===== src/rtl/tamaguchi_pkg.sv =====
// Shared constants for the Tamaguchi control path: command ids, request bit
// positions and the scheduler state encoding.
package tamaguchi_pkg;

  localparam int NUM_REQ = 5;

  localparam int REQ_ALIMENTAR = 0;
  localparam int REQ_JUGAR     = 1;
  localparam int REQ_CURAR     = 2;
  localparam int REQ_DORMIR    = 3;
  localparam int REQ_CARICIA   = 4;

  localparam logic [2:0] CMD_NONE      = 3'd0;
  localparam logic [2:0] CMD_ALIMENTAR = 3'd1;
  localparam logic [2:0] CMD_JUGAR     = 3'd2;
  localparam logic [2:0] CMD_CURAR     = 3'd3;
  localparam logic [2:0] CMD_DORMIR    = 3'd4;
  localparam logic [2:0] CMD_CARICIA   = 3'd5;

  typedef enum logic [1:0] {
    S_IDLE     = 2'd0,
    S_OFFER    = 2'd1,
    S_COOLDOWN = 2'd2
  } sched_state_e;

endpackage


===== src/rtl/action_scheduler_if.sv =====
// Command channel from action_scheduler to control_fsm.
// Handshake: cmd_valid/cmd_id are held stable until cmd_ready; a transfer
// happens on every clock edge where cmd_valid && cmd_ready, and cmd_valid is
// never withdrawn before that transfer.
interface action_scheduler_if;
  logic       cmd_valid;
  logic       cmd_ready;
  logic [2:0] cmd_id;

  modport master (output cmd_valid, output cmd_id, input cmd_ready);
  modport slave  (input cmd_valid, input cmd_id, output cmd_ready);
endinterface


===== src/rtl/input_debouncer.sv =====
// One raw asynchronous input: 2-flop synchronizer, stability counter and a
// one-cycle pulse on each debounced 0->1 transition.
module input_debouncer #(
  parameter int DEBOUNCE_CYC = 1000000
) (
  input  logic clk,
  input  logic rst_neg,
  input  logic raw_i,
  output logic edge_o
);

  localparam int CW = (DEBOUNCE_CYC > 1) ? $clog2(DEBOUNCE_CYC) : 1;
  localparam logic [CW-1:0] CNT_LAST = CW'(DEBOUNCE_CYC - 1);

  logic          sync1_q, sync2_q;
  logic          stable_q, stable_d;
  logic          edge_q, edge_d;
  logic [CW-1:0] cnt_q, cnt_d;

  // The counter only runs while the synchronized input disagrees with the
  // stable state, so any agreeing cycle restarts the qualification window.
  always_comb begin
    stable_d = stable_q;
    cnt_d    = '0;
    edge_d   = 1'b0;
    if (sync2_q != stable_q) begin
      if (cnt_q == CNT_LAST) begin
        stable_d = ~stable_q;
        edge_d   = ~stable_q;
      end else begin
        cnt_d = cnt_q + CW'(1);
      end
    end
  end

  always_ff @(posedge clk or negedge rst_neg) begin
    if (!rst_neg) begin
      sync1_q  <= 1'b0;
      sync2_q  <= 1'b0;
      stable_q <= 1'b0;
      edge_q   <= 1'b0;
      cnt_q    <= '0;
    end else begin
      sync1_q  <= raw_i;
      sync2_q  <= sync1_q;
      stable_q <= stable_d;
      edge_q   <= edge_d;
      cnt_q    <= cnt_d;
    end
  end

  assign edge_o = edge_q;

endmodule


===== src/rtl/action_scheduler.sv =====
// Conditions the five action sources, holds sticky pending requests and
// offers one command at a time round-robin, with a cooldown after each grant.
module action_scheduler
  import tamaguchi_pkg::*;
#(
  parameter int DEBOUNCE_CYC = 1000000,
  parameter int COOLDOWN_CYC = 25000000,
  parameter int FAST_DIV     = 10
) (
  input  logic                clk,
  input  logic                rst_neg,
  input  logic [NUM_REQ-1:0]  req_raw,
  input  logic                fast,
  action_scheduler_if.master  cmd_if,
  output logic [NUM_REQ-1:0]  pending,
  output logic [3:0]          drop_cnt,
  output sched_state_e        state_dbg
);

  localparam int CW = $clog2(COOLDOWN_CYC + 1);
  localparam logic [CW-1:0] COOL_FULL = CW'(COOLDOWN_CYC);
  localparam logic [CW-1:0] COOL_FAST = CW'(COOLDOWN_CYC / FAST_DIV);

  logic [NUM_REQ-1:0] req_edge, pending_q, pending_d, grant_mask, dup;
  logic [3:0]         drop_q, drop_d;
  logic [4:0]         drop_sum;
  logic               fast_s1_q, fast_s2_q;
  sched_state_e       state_q, state_d;
  logic               cmd_valid_q, cmd_valid_d;
  logic [2:0]         cmd_id_q, cmd_id_d, ptr_q, ptr_d, sel;
  logic               found, accept;
  logic [CW-1:0]      cool_q, cool_d;

  for (genvar g = 0; g < NUM_REQ; g++) begin : g_deb
    input_debouncer #(.DEBOUNCE_CYC(DEBOUNCE_CYC)) u_deb (
      .clk    (clk),
      .rst_neg(rst_neg),
      .raw_i  (req_raw[g]),
      .edge_o (req_edge[g])
    );
  end

  assign accept = cmd_valid_q & cmd_if.cmd_ready;

  always_comb begin
    grant_mask = '0;
    for (int i = 0; i < NUM_REQ; i++)
      grant_mask[i] = accept && (cmd_id_q == 3'(i + 1));
  end

  // An edge on the bit being granted this cycle re-arms it instead of
  // counting as a lost duplicate.
  assign dup       = req_edge & pending_q & ~grant_mask;
  assign pending_d = (pending_q & ~grant_mask) | req_edge;
  assign drop_sum  = {1'b0, drop_q} + 5'($countones(dup));
  assign drop_d    = (drop_sum > 5'd15) ? 4'hf : drop_sum[3:0];

  always_comb begin
    found = 1'b0;
    sel   = '0;
    for (int k = 1; k <= NUM_REQ; k++) begin
      if (!found && pending_q[(int'(ptr_q) + k) % NUM_REQ]) begin
        found = 1'b1;
        sel   = 3'((int'(ptr_q) + k) % NUM_REQ);
      end
    end
  end

  always_comb begin
    state_d     = state_q;
    cmd_valid_d = cmd_valid_q;
    cmd_id_d    = cmd_id_q;
    ptr_d       = ptr_q;
    cool_d      = cool_q;
    case (state_q)
      S_IDLE: begin
        if (found) begin
          cmd_valid_d = 1'b1;
          cmd_id_d    = sel + 3'd1;
          state_d     = S_OFFER;
        end
      end
      S_OFFER: begin
        if (accept) begin
          cmd_valid_d = 1'b0;
          cmd_id_d    = CMD_NONE;
          ptr_d       = cmd_id_q - 3'd1;
          cool_d      = fast_s2_q ? COOL_FAST : COOL_FULL;
          if (cool_d == '0) cool_d = CW'(1);
          state_d     = S_COOLDOWN;
        end
      end
      S_COOLDOWN: begin
        if (cool_q <= CW'(1)) state_d = S_IDLE;
        else                  cool_d  = cool_q - CW'(1);
      end
      default: state_d = S_IDLE;
    endcase
  end

  always_ff @(posedge clk or negedge rst_neg) begin
    if (!rst_neg) begin
      state_q     <= S_IDLE;
      cmd_valid_q <= 1'b0;
      cmd_id_q    <= CMD_NONE;
      ptr_q       <= 3'd4;
      cool_q      <= '0;
      pending_q   <= '0;
      drop_q      <= '0;
      fast_s1_q   <= 1'b0;
      fast_s2_q   <= 1'b0;
    end else begin
      state_q     <= state_d;
      cmd_valid_q <= cmd_valid_d;
      cmd_id_q    <= cmd_id_d;
      ptr_q       <= ptr_d;
      cool_q      <= cool_d;
      pending_q   <= pending_d;
      drop_q      <= drop_d;
      fast_s1_q   <= fast;
      fast_s2_q   <= fast_s1_q;
    end
  end

  assign cmd_if.cmd_valid = cmd_valid_q;
  assign cmd_if.cmd_id    = cmd_id_q;
  assign pending          = pending_q;
  assign drop_cnt         = drop_q;
  assign state_dbg        = state_q;

endmodule

===== src/flat_wrapper.sv =====
// flat-port wrapper written by rule: the top's interface ports become plain ports
module action_scheduler_flat import tamaguchi_pkg::*;
#(
  parameter int DEBOUNCE_CYC = 1000000,
  parameter int COOLDOWN_CYC = 25000000,
  parameter int FAST_DIV     = 10
)
  (clk, rst_neg, req_raw, fast, pending, drop_cnt, state_dbg, cmd_if_cmd_valid, cmd_if_cmd_id, cmd_if_cmd_ready);
  action_scheduler_if cmd_if_i ();
  input  logic clk;
  input  logic rst_neg;
  input  logic [NUM_REQ-1:0] req_raw;
  input  logic fast;
  output logic [NUM_REQ-1:0] pending;
  output logic [3:0] drop_cnt;
  output sched_state_e state_dbg;
  output wire logic [$bits(cmd_if_i.cmd_valid)-1:0] cmd_if_cmd_valid;
  output wire logic [$bits(cmd_if_i.cmd_id)-1:0] cmd_if_cmd_id;
  input wire logic [$bits(cmd_if_i.cmd_ready)-1:0] cmd_if_cmd_ready;
  assign cmd_if_cmd_valid = cmd_if_i.cmd_valid;
  assign cmd_if_cmd_id = cmd_if_i.cmd_id;
  assign cmd_if_i.cmd_ready = cmd_if_cmd_ready;
  action_scheduler #(.DEBOUNCE_CYC(DEBOUNCE_CYC), .COOLDOWN_CYC(COOLDOWN_CYC), .FAST_DIV(FAST_DIV)) u_core (.clk(clk), .rst_neg(rst_neg), .req_raw(req_raw), .fast(fast), .cmd_if(cmd_if_i), .pending(pending), .drop_cnt(drop_cnt), .state_dbg(state_dbg));
endmodule

===== config.mk =====
export PLATFORM = sky130hd
export DESIGN_NAME = action_scheduler_flat
export DESIGN_NICKNAME = d
export VERILOG_FILES = /design/src/rtl/tamaguchi_pkg.sv /design/src/rtl/action_scheduler_if.sv /design/src/rtl/input_debouncer.sv /design/src/rtl/action_scheduler.sv /design/src/flat_wrapper.sv
export SDC_FILE = /design/constraint.sdc
export NUM_CORES = 1
export LEC_CHECK = 0
export BUFFER_PORTS_ARGS = -buffer_cell sky130_fd_sc_hd__buf_2
export CAP_MARGIN = 25
export CORE_ASPECT_RATIO = 0.6
export CORE_UTILIZATION = 40
export CTS_CLUSTER_SIZE = 8
export DETAILED_ROUTE_END_ITERATION = 7
export PLACE_DENSITY = 0.57
export SLEW_MARGIN = 25
export SYNTH_ARGS = -nofsm -noshare
export SYNTH_HDL_FRONTEND = slang
export SYNTH_SLANG_ARGS = --single-unit

===== constraint.sdc =====
create_clock -name clk -period 5.9 [get_ports clk]
set_input_delay 0.59 -clock clk [delete_from_list [all_inputs] [get_ports clk]]
set_output_delay 0.59 -clock clk [all_outputs]
set_load 0.1 [all_outputs]

==> results.yml, run 1 <==
timing:
  timing_worst_slew_pin_value_ns: 0.776
  hold_viol: 0
  final.period_utilization: 0.912
  fin_crit_ns: 5.38
  setup_total_negative_slack_ns: 0
  rsz0062_at_grt: "no"
  maxClockFrequency_mhz: 186
  timing.slew.headroom: 0.469
  finClkSkew_ns: 0.00771
  finalMaxSlewViolations: 0
  finalSetupViolCount: 0
  finalHoldWorstSlack_ns: 0.194
yosys:
  syn-num-nets: 1129
  postSynthCellCount: 1072
  netlist_top_cells_area: "sky130_fd_sc_hd__dfrtp_1 (42%), sky130_fd_sc_hd__ha_1 (5.8%), sky130_fd_sc_hd__nor2_1 (5.8%), sky130_fd_sc_hd__xnor2_1 (4.7%), sky130_fd_sc_hd__xor2_1 (4.0%)"
  synth_seq_cells: 165
  synthesis.area_per_instance_um2: 9.05
  synth_common_cells: "sky130_fd_sc_hd__dfrtp_1 (164), sky130_fd_sc_hd__nor2_1 (150), sky130_fd_sc_hd__nand2_1 (80)"
  synth_cell_types: 79
  ys_warn_count: 0
  synth_largest_area_cell: "sky130_fd_sc_hd__dfrtp_1"
  edff_count_synth: 0
  netlist_area_um2: 9700
  muxShareOfSynthArea: 0.0196
  ys.flop_type: "sky130_fd_sc_hd__dfrtp_1"
  largest_family_of_logic_cells_by_synthesized_area: "simple AND/OR/NAND/NOR gates"
  synth_largest_type_area_fraction: 0.423
  synth-compound-area-share: 0.128
  adder_cell_share_of_the_synthesized_area: 0.0642
  ys_async_sr_fraction: 1.00
  seq_area_frac_synth: 0.426
  yosys.area_share.simple: 0.238
  synth.most_common_cell: "sky130_fd_sc_hd__dfrtp_1"
  synth-xor-area-share: 0.0884
clock_network:
  clock_tree.buffer_depth: 2
  postCtsSetupBuffers: 0
  cts_root_buf: "sky130_fd_sc_hd__clkbuf_16"
  cts_repair_resize_count: 0
  tritoncts_clock_tree: "done"
  cts_made_buffers: 17
  cts_hold_buffers: 0
  clk-insertion-delay-late_ns: 0.43
  cts_max_level: 4
  cts.sink_count: 165
  clk_transition_reported_paths_ns: 0.07
setup_path:
  crit-reg2reg-capture: "u_core.cmd_if.cmd_id[1]"
  worst-path-stages: 17
  critPathCapture: "u_core.cmd_if.cmd_id[1]"
  slowest_delay_ns: 0.65
  critical_path.startpoint_type: "register"
  endpoint_kind: "register"
  rr_startpoint: "u_core.ptr_q[1]"
  critPathMaxFanout: 14
  cp_num_buf_inv: 3
  worstSetupPathType: "reg2reg"
  timing.critical_path.from: "u_core.ptr_q[1]"
  critical_path_required_ns: 6.20
  worst-r2r-setup-slack_ns: 0.52
  arrival_ns: 5.69
  cpLargestDelayFamily: "compound AO/OA/AOI/OAI gates"
  crit_slowest_cell: "sky130_fd_sc_hd__o311ai_0"
  path_cells: "inv_2 > ha_1 > clkinv_1 > ha_1 > inv_1 > ha_1 > o311a_1 > a41oi_2 > mux2i_1 > mux2i_1 > o311ai_0 > nand4_1 > o32ai_1 > or3_1 > ha_1 > nand2b_1 > o21ai_0"
  worstRegToRegCells: 17
  cell_type_with_the_highest_occurrence_count_on_the_critical_path: "sky130_fd_sc_hd__ha_1"
pwr:
  power.share.sequential: 0.254
  power.density_nw_per_um2: 531
  power.leakage_nw: 4.67
  power.switching_fraction: 0.472
  power.share.combinational: 0.553
  ir_worst_vdd_v: 0.000311
  pwr-share-clk: 0.192
  power.net_switching_w: 0.00268
  power_report.internal_total_w: 0.00301
layout:
  nNetsFinal: 1147
  areaGrowthSynthToFinish_pct: 10.5
  finish.utilization: 0.457
  ratio_of_cells_with_drive_above_1_in_the_final_layout: 0.0825
  antenna_cells_inserted: 0
die:
  num_io_pins: 24
  die_area_um2: 24900
  die_y_um: 123
  chipWidth_um: 203
  rows: 43
  fp.coreArea_um2: 23500
  initial_utilization: 0.413
detailed_routing:
  vias: 7612
  wl_per_cell_um: 15.1
  postRouteWirelength_um: 21400
  antenna_left: 0
  drc: 0
  drt_iter0_markers: 605
  detail_route.vias_per_cell: 5.37
  drtPass1Iterations: 5
placement:
  globalplace.congestion: 0.921
  io_buffer_count: 23
  post-dp-hpwl_um: 15100
flow_run:
  cap_viol_max_count: 0
hold_path:
  hold_path_class: "in2async"
global_routing:
  grt_busiest_layer: "met1"
  first_global_vias: 6960
  grt_antenna_before_repair: 0
  grt_util_met3: 0.0422
  grtUsageMet2: 0.244
  grt_usage: 0.184
  grt_overflow: 0
  met1_usage: 0.293
  grt_first_pass_wirelength_um: 36300
  grt_start_max_net_pins: 78
run_status:
  outcome: "finished clean"
-- routing by layer --
layer | vias up | share of wire
met5 | - | 0
met4 | 0 | 0.0096
met3 | 22 | 0.052
met2 | 169 | 0.39
met1 | 3627 | 0.55
li1 | 3794 | -
-- cell families after synthesis --
family,after synthesis
mux,18
flops,165
xor+xnor,97
buf+inv,92
fa+ha+maj,48
compound gates,188
simple gates,464
-- registers in the layout, summed over array words and instances (netlist names), 4 cells and up --
register and count:
u_core.g_deb.u_deb.sync1_q 5, u_core.cool_q 25, u_core.g_deb.u_deb.edge_o 5, u_core.g_deb.u_deb.cnt_q 100, u_core.drop_cnt 4, u_core.g_deb.u_deb.stable_q 5, u_core.pending 5, u_core.g_deb.u_deb.sync2_q 5
-- stage by stage --
step                      power [W]  setup slack (ns)  std cells  cell area (um^2)
after floorplan             0.00385              1.25       1072              9700
after global placement      0.00452             0.968       1386             10100
after detailed placement    0.00455             0.622       1386             10100
after CTS                   0.00568             0.611       1418             10700
after global routing        0.00611             0.179       1418             10700
final                       0.00569             0.517       1418             10700
-- placed cells by master, fill, tap and decap left out, types with 8 or more instances in the layout --
cell type / n
sky130_fd_sc_hd__a21oi_1: 39
sky130_fd_sc_hd__a31oi_1: 8
sky130_fd_sc_hd__and3_1: 33
sky130_fd_sc_hd__buf_2: 22
sky130_fd_sc_hd__buf_4: 8
sky130_fd_sc_hd__clkbuf_16: 17
sky130_fd_sc_hd__dfrtp_1: 164
sky130_fd_sc_hd__ha_1: 45
sky130_fd_sc_hd__inv_1: 57
sky130_fd_sc_hd__mux2i_1: 10
sky130_fd_sc_hd__nand2_1: 80
sky130_fd_sc_hd__nand2b_1: 19
sky130_fd_sc_hd__nand3_1: 60
sky130_fd_sc_hd__nand4_1: 20
sky130_fd_sc_hd__nor2_1: 150
sky130_fd_sc_hd__nor2b_1: 8
sky130_fd_sc_hd__nor3_1: 16
sky130_fd_sc_hd__nor4_1: 15
sky130_fd_sc_hd__o21ai_0: 60
sky130_fd_sc_hd__or3_1: 16
sky130_fd_sc_hd__xnor2_1: 52
sky130_fd_sc_hd__xor2_1: 44
-- worst min path at each step --
stage                                              from                       endpoint  depth (start not counted)  slack, ns
after floorplan                                 rst_neg        u_core.cmd_if.cmd_id[0]                          0       0.29
after global routing                         req_raw[2]  u_core.g_deb[2].u_deb.sync1_q                          1       0.23
final                                           rst_neg              u_core.cool_q[24]                          1       0.19
after global placement    u_core.g_deb[4].u_deb.sync1_q  u_core.g_deb[4].u_deb.sync2_q                          0       0.33
after CTS                                       rst_neg              u_core.cool_q[24]                          1       0.22
after detailed placement  u_core.g_deb[4].u_deb.sync1_q  u_core.g_deb[4].u_deb.sync2_q                          0       0.34
-- cell type report --
type | count | area [um^2]
fill | 2274 | 12700
inverter | 60 | 225
sequential | 165 | 4130
clock inverter | 14 | 141
tap | 315 | 394
multi-input combinational | 815 | 5220
timing repair buffer | 31 | 181
clock buffer | 18 | 429
-- power groups by stage --
stage	clock network, W	logic, W	registers (W)
2_1_floorplan	0	0.00223	0.00162
3_3_place_gp	0	0.00306	0.00146
3_5_place_dp	0	0.00309	0.00146
4_1_cts	0.00113	0.00311	0.00144
5_1_grt	0.00118	0.00346	0.00147
6_report	0.00109	0.00315	0.00145
No activity file was read; power rests on OpenSTA's default activity.
==> run 2: changes to the inputs <==
ABC_CLOCK_PERIOD_IN_PS = 5900   (was not set)
REMOVE_ABC_BUFFERS = 1   (was not set)
==> run 2 against run 1 <==
Effect of this change:
- sequential cell count did not move
- largest power group unchanged
- die area did not move
- design area barely moved
- core utilization barely moved
- sequential share of layout area barely moved
- fmax rose by 1.9%
- hold slack got worse by 0.017 ns
- critical path depth did not move
- via count fell by 0.63%
- highest routed layer unchanged
- clock skew fell by 0.0016 ns
- first-iteration DRC count fell by 11%
- non-clock buffer count did not move
==> results.yml, run 2 (same netlist as run 1, synthesis figures left out) <==
timing:
  maxClockFrequency_mhz: 189
  rsz0062_at_grt: "no"
  timing_worst_slew_pin_value_ns: 0.726
  finalMaxSlewViolations: 0
  timing.slew.headroom: 0.504
  finalSetupViolCount: 0
  setup_total_negative_slack_ns: 0
  hold_viol: 0
  final.period_utilization: 0.895
  fin_crit_ns: 5.28
  finalHoldWorstSlack_ns: 0.177
  finClkSkew_ns: 0.00606
layout:
  fillers: 2288
  finish.utilization: 0.457
  regMostFlops: "u_core.g_deb.u_deb.cnt_q"
  nNetsFinal: 1147
  registers_with_the_highest_flip_flop_counts: "u_core.g_deb.u_deb.cnt_q: 100 flops, u_core.cool_q: 25 flops"
  most_frequent_cells_in_the_layout: "sky130_fd_sc_hd__dfrtp_1 (164), sky130_fd_sc_hd__nor2_1 (150), sky130_fd_sc_hd__nand2_1 (80), sky130_fd_sc_hd__nand3_1 (60), sky130_fd_sc_hd__o21ai_0 (60)"
  instances_no_fill: 1418
  final_common_cell: "sky130_fd_sc_hd__dfrtp_1"
  areaGrowthSynthToFinish_pct: 10.6
  ratio_of_cells_with_drive_above_1_in_the_final_layout: 0.0816
  stdcell_area_um2: 10700
  number_of_flip_flops_in_the_largest_register: 100
  antenna_cells_inserted: 0
global_routing:
  grt_antenna_before_repair: 0
  grt_busiest_layer: "met1"
  grt_util_met3: 0.0414
  first_global_vias: 7025
  grt_overflow: 0
  grt_first_pass_wirelength_um: 36800
  grt_usage: 0.187
  grt_start_max_net_pins: 73
  grtUsageMet2: 0.249
  met1_usage: 0.294
clock_network:
  clock_tree.buffer_depth: 2
  cts_max_level: 4
  clk-insertion-delay-late_ns: 0.44
  cts_hold_buffers: 0
  tritoncts_clock_tree: "done"
  cts_made_buffers: 17
  cts_repair_resize_count: 0
  postCtsSetupBuffers: 0
  cts_root_buf: "sky130_fd_sc_hd__clkbuf_16"
  cts.sink_count: 165
  clk_transition_reported_paths_ns: 0.07
die:
  chipWidth_um: 203
  fp.coreArea_um2: 23500
  rows: 43
  num_io_pins: 24
  initial_utilization: 0.413
  die_area_um2: 24900
  die_y_um: 123
detailed_routing:
  antenna_left: 0
  drc: 0
  drtPass1Iterations: 7
  detail_route.vias_per_cell: 5.33
  postRouteWirelength_um: 21500
  drt_iter0_markers: 536
  wl_per_cell_um: 15.2
  vias: 7564
setup_path:
  arrival_ns: 5.60
  worstRegToRegCells: 17
  worstSetupPathType: "reg2reg"
  critical_path.startpoint_type: "register"
  endpoint_kind: "register"
  critical_path_required_ns: 6.22
  critPathMaxFanout: 14
placement:
  area_after_dpl_um2: 10100
  io_buffer_count: 23
  globalplace.congestion: 0.856
  total_placed_cells_including_tap_cells: 1386
  post-dp-hpwl_um: 14900
pwr:
  power.leakage_nw: 4.67
  ir_worst_vdd_v: 0.000233
  power.density_nw_per_um2: 530
run_status:
  outcome: "finished clean"
hold_path:
  hold_path_class: "in2async"
flow_run:
  cap_viol_max_count: 0
## run 2: worst paths after layout
check,from,to,slack [ns]
worst max-delay path,u_core.ptr_q[0],u_core.cmd_if.cmd_id[1],0.62
worst min-delay path,rst_neg,u_core.g_deb[2].u_deb.cnt_q[12],0.18
worst max register to register,u_core.ptr_q[0],u_core.cmd_if.cmd_id[1],0.62
worst min register to register,u_core.g_deb[4].u_deb.sync1_q,u_core.g_deb[4].u_deb.sync2_q,0.35
max in group asynchronous,rst_neg,u_core.g_deb[1].u_deb.cnt_q[17],4.61
min in group clk,req_raw[4],u_core.g_deb[4].u_deb.sync1_q,0.25
## run 2: worst max-delay path, cell delays in order (launching register included)
cell                       delay [ns]
sky130_fd_sc_hd__dfrtp_1         0.62
sky130_fd_sc_hd__inv_1           0.12
sky130_fd_sc_hd__ha_1            0.57
sky130_fd_sc_hd__clkinv_1        0.43
sky130_fd_sc_hd__ha_1            0.35
sky130_fd_sc_hd__inv_1           0.06
sky130_fd_sc_hd__ha_1            0.23
sky130_fd_sc_hd__o311a_1         0.38
sky130_fd_sc_hd__a41oi_2         0.29
sky130_fd_sc_hd__mux2i_1         0.37
sky130_fd_sc_hd__mux2i_1         0.11
sky130_fd_sc_hd__o311ai_0        0.61
sky130_fd_sc_hd__nand4_1         0.29
sky130_fd_sc_hd__o32ai_1         0.20
sky130_fd_sc_hd__or3_1           0.17
sky130_fd_sc_hd__ha_1            0.22
sky130_fd_sc_hd__nand2b_1        0.07
sky130_fd_sc_hd__o21ai_0         0.07
## run 2: per-layer routing
layer	vias up	routed length (um)
met1	3603	12000
met3	21	945
met5	-	0
met2	144	8380
li1	3796	-
met4	0	264
## run 2: final cells by class
class | count | area, um^2 | share of cell area
multi-input cells | 815 | 5220 | 0.487
flip-flops and latches | 165 | 4130 | 0.385
clock buffers | 19 | 433 | 0.0404
well taps | 315 | 394 | 0.0367
inverters | 60 | 225 | 0.0210
repair buffers | 31 | 181 | 0.0169
clock inverters | 13 | 144 | 0.0134
## run 2: report_power, final
| part | switching, W | total [W] | leakage [nW] | internal (W) |
|---|---|---|---|---|
| sequential | 0.000193 | 0.00145 | 2.19 | 0.00126 |
| clock | 0.000504 | 0.00110 | 0.277 | 0.000596 |
| combinational | 0.00198 | 0.00313 | 2.20 | 0.00115 |
| total | 0.00268 | 0.00568 | 4.67 | 0.00300 |
## run 2: per-stage QoR
step                      worst slack (ns)  total power, W
after floorplan                      0.876         0.00381
after global placement               0.878         0.00453
after detailed placement             0.747         0.00455
after CTS                            0.704         0.00568
after global routing                 0.172         0.00613
final                                0.617         0.00568
